--- src/rtl/npu_wb_initiator.sv ---
// Wishbone classic initiator for the NPU peripheral port.
// Runs one beat at a time and aborts on a missing ack.
module npu_wb_initiator #(
  parameter int AW          = 32,
  parameter int DW          = 32,
  parameter int LEN_W       = 8,
  parameter int ADDR_STRIDE = 4,
  parameter int TIMEOUT     = 255
) (
  input  logic              clk,
  input  logic              rst,
  input  logic              cmd_valid,
  output logic              cmd_ready,
  input  logic              cmd_we,
  input  logic [AW-1:0]     cmd_addr,
  input  logic [LEN_W-1:0]  cmd_len,
  input  logic [DW/8-1:0]   cmd_sel,
  input  logic              wr_valid,
  output logic              wr_ready,
  input  logic [DW-1:0]     wr_data,
  output logic              rd_valid,
  input  logic              rd_ready,
  output logic [DW-1:0]     rd_data,
  output logic              busy,
  output logic              done,
  output logic              err,
  output logic              wb_cyc_o,
  output logic              wb_stb_o,
  output logic              wb_we_o,
  output logic [DW/8-1:0]   wb_sel_o,
  output logic [AW-1:0]     wb_adr_o,
  output logic [DW-1:0]     wb_dat_o,
  input  logic [DW-1:0]     wb_dat_i,
  input  logic              wb_ack_i
);

  localparam int SW = DW / 8;
  localparam int TW = (TIMEOUT > 1) ? $clog2(TIMEOUT + 1) : 1;

  typedef enum logic [1:0] {
    IDLE,
    WDATA,
    BUS,
    RESP
  } state_t;

  state_t           state, state_n;
  logic [LEN_W-1:0] beats, beats_n;
  logic [TW-1:0]    to_cnt, to_n;
  logic [AW-1:0]    adr_n;
  logic [DW-1:0]    dat_n;
  logic [DW-1:0]    rdd_n;
  logic [SW-1:0]    sel_n;
  logic             we_n;
  logic             stb_n;
  logic             rdv_n;
  logic             err_n;
  logic             done_c;
  logic             ack;
  logic             to_hit;
  logic [TW-1:0]    to_inc;

  assign ack       = wb_ack_i & wb_stb_o;
  assign to_hit    = (TIMEOUT > 0) && (to_cnt == TW'(TIMEOUT - 1));
  assign cmd_ready = (state == IDLE);
  assign wr_ready  = (state == WDATA);
  assign busy      = (state != IDLE);
  assign wb_cyc_o  = wb_stb_o;
  // done is the final transition itself, so it precedes the next accept
  assign done      = done_c & ~rst;

  // Disabled timeout: the counter parks at all-ones instead of wrapping
  always_comb begin
    to_inc = to_cnt + 1'b1;
    if (TIMEOUT == 0 && (&to_cnt)) to_inc = to_cnt;
  end

  always_ff @(posedge clk) begin
    if (rst) begin
      state    <= IDLE;
      beats    <= '0;
      to_cnt   <= '0;
      wb_stb_o <= 1'b0;
      wb_we_o  <= 1'b0;
      wb_sel_o <= '0;
      wb_adr_o <= '0;
      wb_dat_o <= '0;
      rd_valid <= 1'b0;
      rd_data  <= '0;
      err      <= 1'b0;
    end else begin
      state    <= state_n;
      beats    <= beats_n;
      to_cnt   <= to_n;
      wb_stb_o <= stb_n;
      wb_we_o  <= we_n;
      wb_sel_o <= sel_n;
      wb_adr_o <= adr_n;
      wb_dat_o <= dat_n;
      rd_valid <= rdv_n;
      rd_data  <= rdd_n;
      err      <= err_n;
    end
  end

  always_comb begin
    state_n = state;
    beats_n = beats;
    to_n    = '0;
    stb_n   = wb_stb_o;
    we_n    = wb_we_o;
    sel_n   = wb_sel_o;
    adr_n   = wb_adr_o;
    dat_n   = wb_dat_o;
    rdv_n   = rd_valid;
    rdd_n   = rd_data;
    err_n   = err;
    done_c  = 1'b0;
    unique case (state)
      IDLE: begin
        if (cmd_valid) begin
          we_n    = cmd_we;
          adr_n   = cmd_addr;
          sel_n   = cmd_sel;
          beats_n = cmd_len;
          err_n   = 1'b0;
          stb_n   = ~cmd_we;
          state_n = cmd_we ? WDATA : BUS;
        end
      end
      WDATA: begin
        if (wr_valid) begin
          dat_n   = wr_data;
          stb_n   = 1'b1;
          state_n = BUS;
        end
      end
      BUS: begin
        to_n = to_inc;
        if (ack) begin
          stb_n = 1'b0;
          if (!wb_we_o) begin
            rdd_n   = wb_dat_i;
            rdv_n   = 1'b1;
            state_n = RESP;
          end else if (beats == '0) begin
            done_c  = 1'b1;
            state_n = IDLE;
          end else begin
            beats_n = beats - 1'b1;
            adr_n   = wb_adr_o + AW'(ADDR_STRIDE);
            state_n = WDATA;
          end
        end else if (to_hit) begin
          stb_n   = 1'b0;
          err_n   = 1'b1;
          done_c  = 1'b1;
          state_n = IDLE;
        end
      end
      RESP: begin
        if (rd_ready) begin
          rdv_n = 1'b0;
          if (beats == '0) begin
            done_c  = 1'b1;
            state_n = IDLE;
          end else begin
            beats_n = beats - 1'b1;
            adr_n   = wb_adr_o + AW'(ADDR_STRIDE);
            stb_n   = 1'b1;
            state_n = BUS;
          end
        end
      end
      default: state_n = IDLE;
    endcase
  end

endmodule

--- config.mk ---
export PLATFORM = sky130hd
export DESIGN_NAME = npu_wb_initiator
export DESIGN_NICKNAME = d
export VERILOG_FILES = /design/src/rtl/npu_wb_initiator.sv
export SDC_FILE = /design/constraint.sdc
export NUM_CORES = 1
export LEC_CHECK = 0
export ABC_AREA = 1
export ABC_CLOCK_PERIOD_IN_PS = 1960
export CORE_MARGIN = 10
export CORE_UTILIZATION = 41
export CTS_BUF_LIST = sky130_fd_sc_hd__clkbuf_8
export DETAILED_ROUTE_END_ITERATION = 8
export PLACE_DENSITY = 0.76
export SKIP_LAST_GASP = 1
export SLEW_MARGIN = 20
export SYNTH_ARGS = -nofsm -noshare
export SYNTH_HDL_FRONTEND = slang
export SYNTH_SLANG_ARGS = --single-unit
--- constraint.sdc ---
create_clock -name clk -period 1.96 [get_ports clk]
set_clock_uncertainty 0.2 [all_clocks]
set_input_delay 0.392 -clock clk [delete_from_list [all_inputs] [get_ports clk]]
set_output_delay 0.392 -clock clk [all_outputs]
set_load 0.02 [all_outputs]
==> qor.csv <==
stage;metric;value;unit
status;status;complete, but fails checks;
status;violations;setup timing;
grt;grt_pass1_vias;6495;
synth;synthTopCellsByArea;dfxtp_1 42%, nand2_1 14%, nor2_1 11%;
timing;rsz0062_at_grt;true;
routing;via_per_inst;5.08;
cts;h-tree-depth;4;
critical_path;max_stage_delay;330;ps
cts;postCtsHoldBufs;0;
pwr;power;11.5;mW
final_layout;final_common_cell;nand2_1;
placed_design;dp.cells;1331;
synth;syn-cell-area;5840;sq um
pwr;leakage;4.10;nW
cts;path_clk_slew;70;ps
timing;tightest_slew;640;ps
routing;drt_iter0_drc;509;
routing;drtPass1Iterations;7;
pwr;vdd.ir_drop.worst;0.601;mV
cts;clock_latency;440;ps
routing;drc_errors;0;
synth;synth_largest_area_cell;dfxtp_1;
final_layout;layout_common_cells;220 x nand2_1, 163 x nor2_1, 118 x dfxtp_1;
cts;clock_sinks;122;
critical_path;cp-start-kind;register;
critical_path;cp-end-kind;output pin;
placed_design;postPlaceCellArea;8660;sq um
hold_path;min_path_type;in -> reg;
routing;via_count;7004;
placed_design;gp_congestion;0.976;
floorplan;num_rows;43;
synth;syn_nets;1022;
placed_design;io_buffers;223;
critical_path;cp_top_family;simple AND/OR/NAND/NOR gates;
placed_design;dp_hpwl;15.8;mm
critical_path;critPathRequiredTime;1370;ps
synth;synth_seq_cells;122;
timing;setup_viol;6;
pwr;p_per_area;1240;nW/um^2
grt;grt_pass1_wl;32.9;mm
timing;relSlewSlack;0.573;
final_layout;area_growth;58.9;%
critical_path;worst-path-max-fanout;3;
timing;fmax;383;MHz
floorplan;initial_core_util;0.419;
cts;cts_root_buffer;clkbuf_8;
final_layout;utilization;0.665;
synth;seq_area_frac_synth;0.419;
synth;synth.distinct_cells;28;
cts;cts_tree;built;
timing;setup_tns;-701;ps
placed_design;pre_cts_slack;-764;ps
floorplan;ioPinCount;224;
final_layout;final_cell_area;9270;sq um
critical_path;path_cells;inv_2 > ha_4 > inv_2 > nor2_4 > nand2_1 > nor2_2 > nand2_2 > inv_2 > nand2_2 > o21ai_2 > nor2_2 > nor2_2 > buf_6;
timing;post-route-min-period;2610;ps
critical_path;crit_arrival;2020;ps
final_layout;fin_nets;1304;
synth;syn-mean-instance-area;6.46;sq um
timing;final_max_slew_viol_count;0;
cts;clockBufferDepth;2;
floorplan;core;13900;sq um
critical_path;cp_num_buf_inv;4;
synth;syn_inst;903;
cts;cts_made_buffers;17;
final_layout;final_cells;1378;
grt;grt_max_degree;54;
final_layout;drive_above_1_share;0.141;
floorplan;die_y;139;microns
routing;wirelength;22.5;mm
floorplan;die_width;139;microns
routing;wire_per_inst;16.3;microns
timing;fin_crit_sh;1.33;
critical_path;criticalPathCategory;reg -> out;
synth;synth_top_area_share;0.419;
final_layout;antennaDiodeCount;0;
grt;grt_antenna_before_repair;0;
timing;hold_viol;0;
critical_path;reg2reg_slack;-10;ps
grt;grt_util_all_layers;0.207;
synth;yosysWarnings;0;
routing;ant_nets;0;
floorplan;dieArea;19400;sq um
critical_path;crit_path_top_delay_cell;dfxtp_2;
timing;worst_slack;-649;ps
job;maxCapViolCount;0;
grt;globalRouteOverflowTotal;0;
timing;fin_hold_ws;75.4;ps
[registers in the layout, summed over array words and instances (netlist names)]
register and cells:
rd_data 32, wb_adr_o 32, wb_dat_o 32, beats 8, to_cnt 8, wb_sel_o 4, state 2, err 1
rd_valid 1, wb_cyc_o 1, wb_we_o 1
[report_power, final]
| group | internal, mW | switching (mW) |
|---|---|---|
| clock | 1.01 | 1.04 |
| combinational | 2.66 | 3.31 |
| sequential | 3.02 | 0.486 |
[final cells by class]
cell class / count / area (sq um)
inverters: 66 / 253
clock inverters: 14 / 109
well taps: 180 / 225
multi-input cells: 669 / 3070
clock buffers: 18 / 248
repair buffers: 309 / 2920
fillers: 1251 / 4660
flip-flops and latches: 122 / 2450
[cells in the mapped netlist]
| master | number |
|---|---|
| a21oi_1 | 79 |
| a21oi_2 | 1 |
| and2_1 | 2 |
| buf_1 | 2 |
| buf_2 | 17 |
| buf_4 | 3 |
| buf_6 | 1 |
| clkbuf_1 | 23 |
| dfxtp_1 | 122 |
| ha_1 | 4 |
| inv_1 | 63 |
| inv_2 | 3 |
| nand2_1 | 222 |
| nand2_2 | 2 |
| nand3_1 | 74 |
| nand4_1 | 2 |
| nor2_1 | 172 |
| nor2_2 | 4 |
| nor2_4 | 1 |
| nor3_1 | 12 |
| nor3b_1 | 1 |
| o21ai_0 | 70 |
| o21ai_1 | 10 |
| o22ai_1 | 9 |
| o31ai_1 | 1 |
| or2_2 | 1 |
| xnor2_1 | 1 |
| xor2_1 | 1 |
[repair_timing]
action | CTS | global route
cloned | 1 | 6
pin swaps | 3 | 14
setup buffers | 0 | 9
gates resized for setup | 131 | 43
endpoints found under the setup margin | 150 | 44
[logic make-up after synthesis]
group / synth area share
DFF: 0.419
buffers and inverters: 0.0789
and+or+nand+nor: 0.342
adders and majority gates: 0.00858
xor gates and xnor gates: 0.00300
AOI/OAI and AO/OA: 0.149
[routing by layer]
layer | GRT usage | vias up | share of wire
met5 | 0 | - | 0
met4 | 0.0599 | 0 | 0.018
met3 | 0.111 | 31 | 0.12
met2 | 0.334 | 308 | 0.46
met1 | 0.230 | 3194 | 0.40
li1 | - | 3471 | -
[final timing paths]
kind | cells after the start | startpoint | end
max | 13 | beats[0]$_SDFFE_PP0P_ | done
min | 3 | rst | wb_cyc_o$_SDFFE_PP0P_
max reg2reg | 14 | beats[0]$_SDFFE_PP0P_ | wb_adr_o[14]$_SDFFE_PP0P_
min reg2reg | 2 | wb_dat_o[17]$_SDFFE_PP0P_ | wb_dat_o[17]$_SDFFE_PP0P_
[worst register-to-register path, stage by stage, from the launching register on]
cell and delay, ps:
dfxtp_2 330, inv_2 70, ha_4 140, inv_2 40, nor2_4 100, nand2_1 70, nor2_2 160, nand2_2 80
buf_4 160, nand2_8 110, inv_6 60, buf_12 150, nand2_1 70, nand2_1 40, a21oi_1 130
No activity file was read; power rests on OpenSTA's default activity.
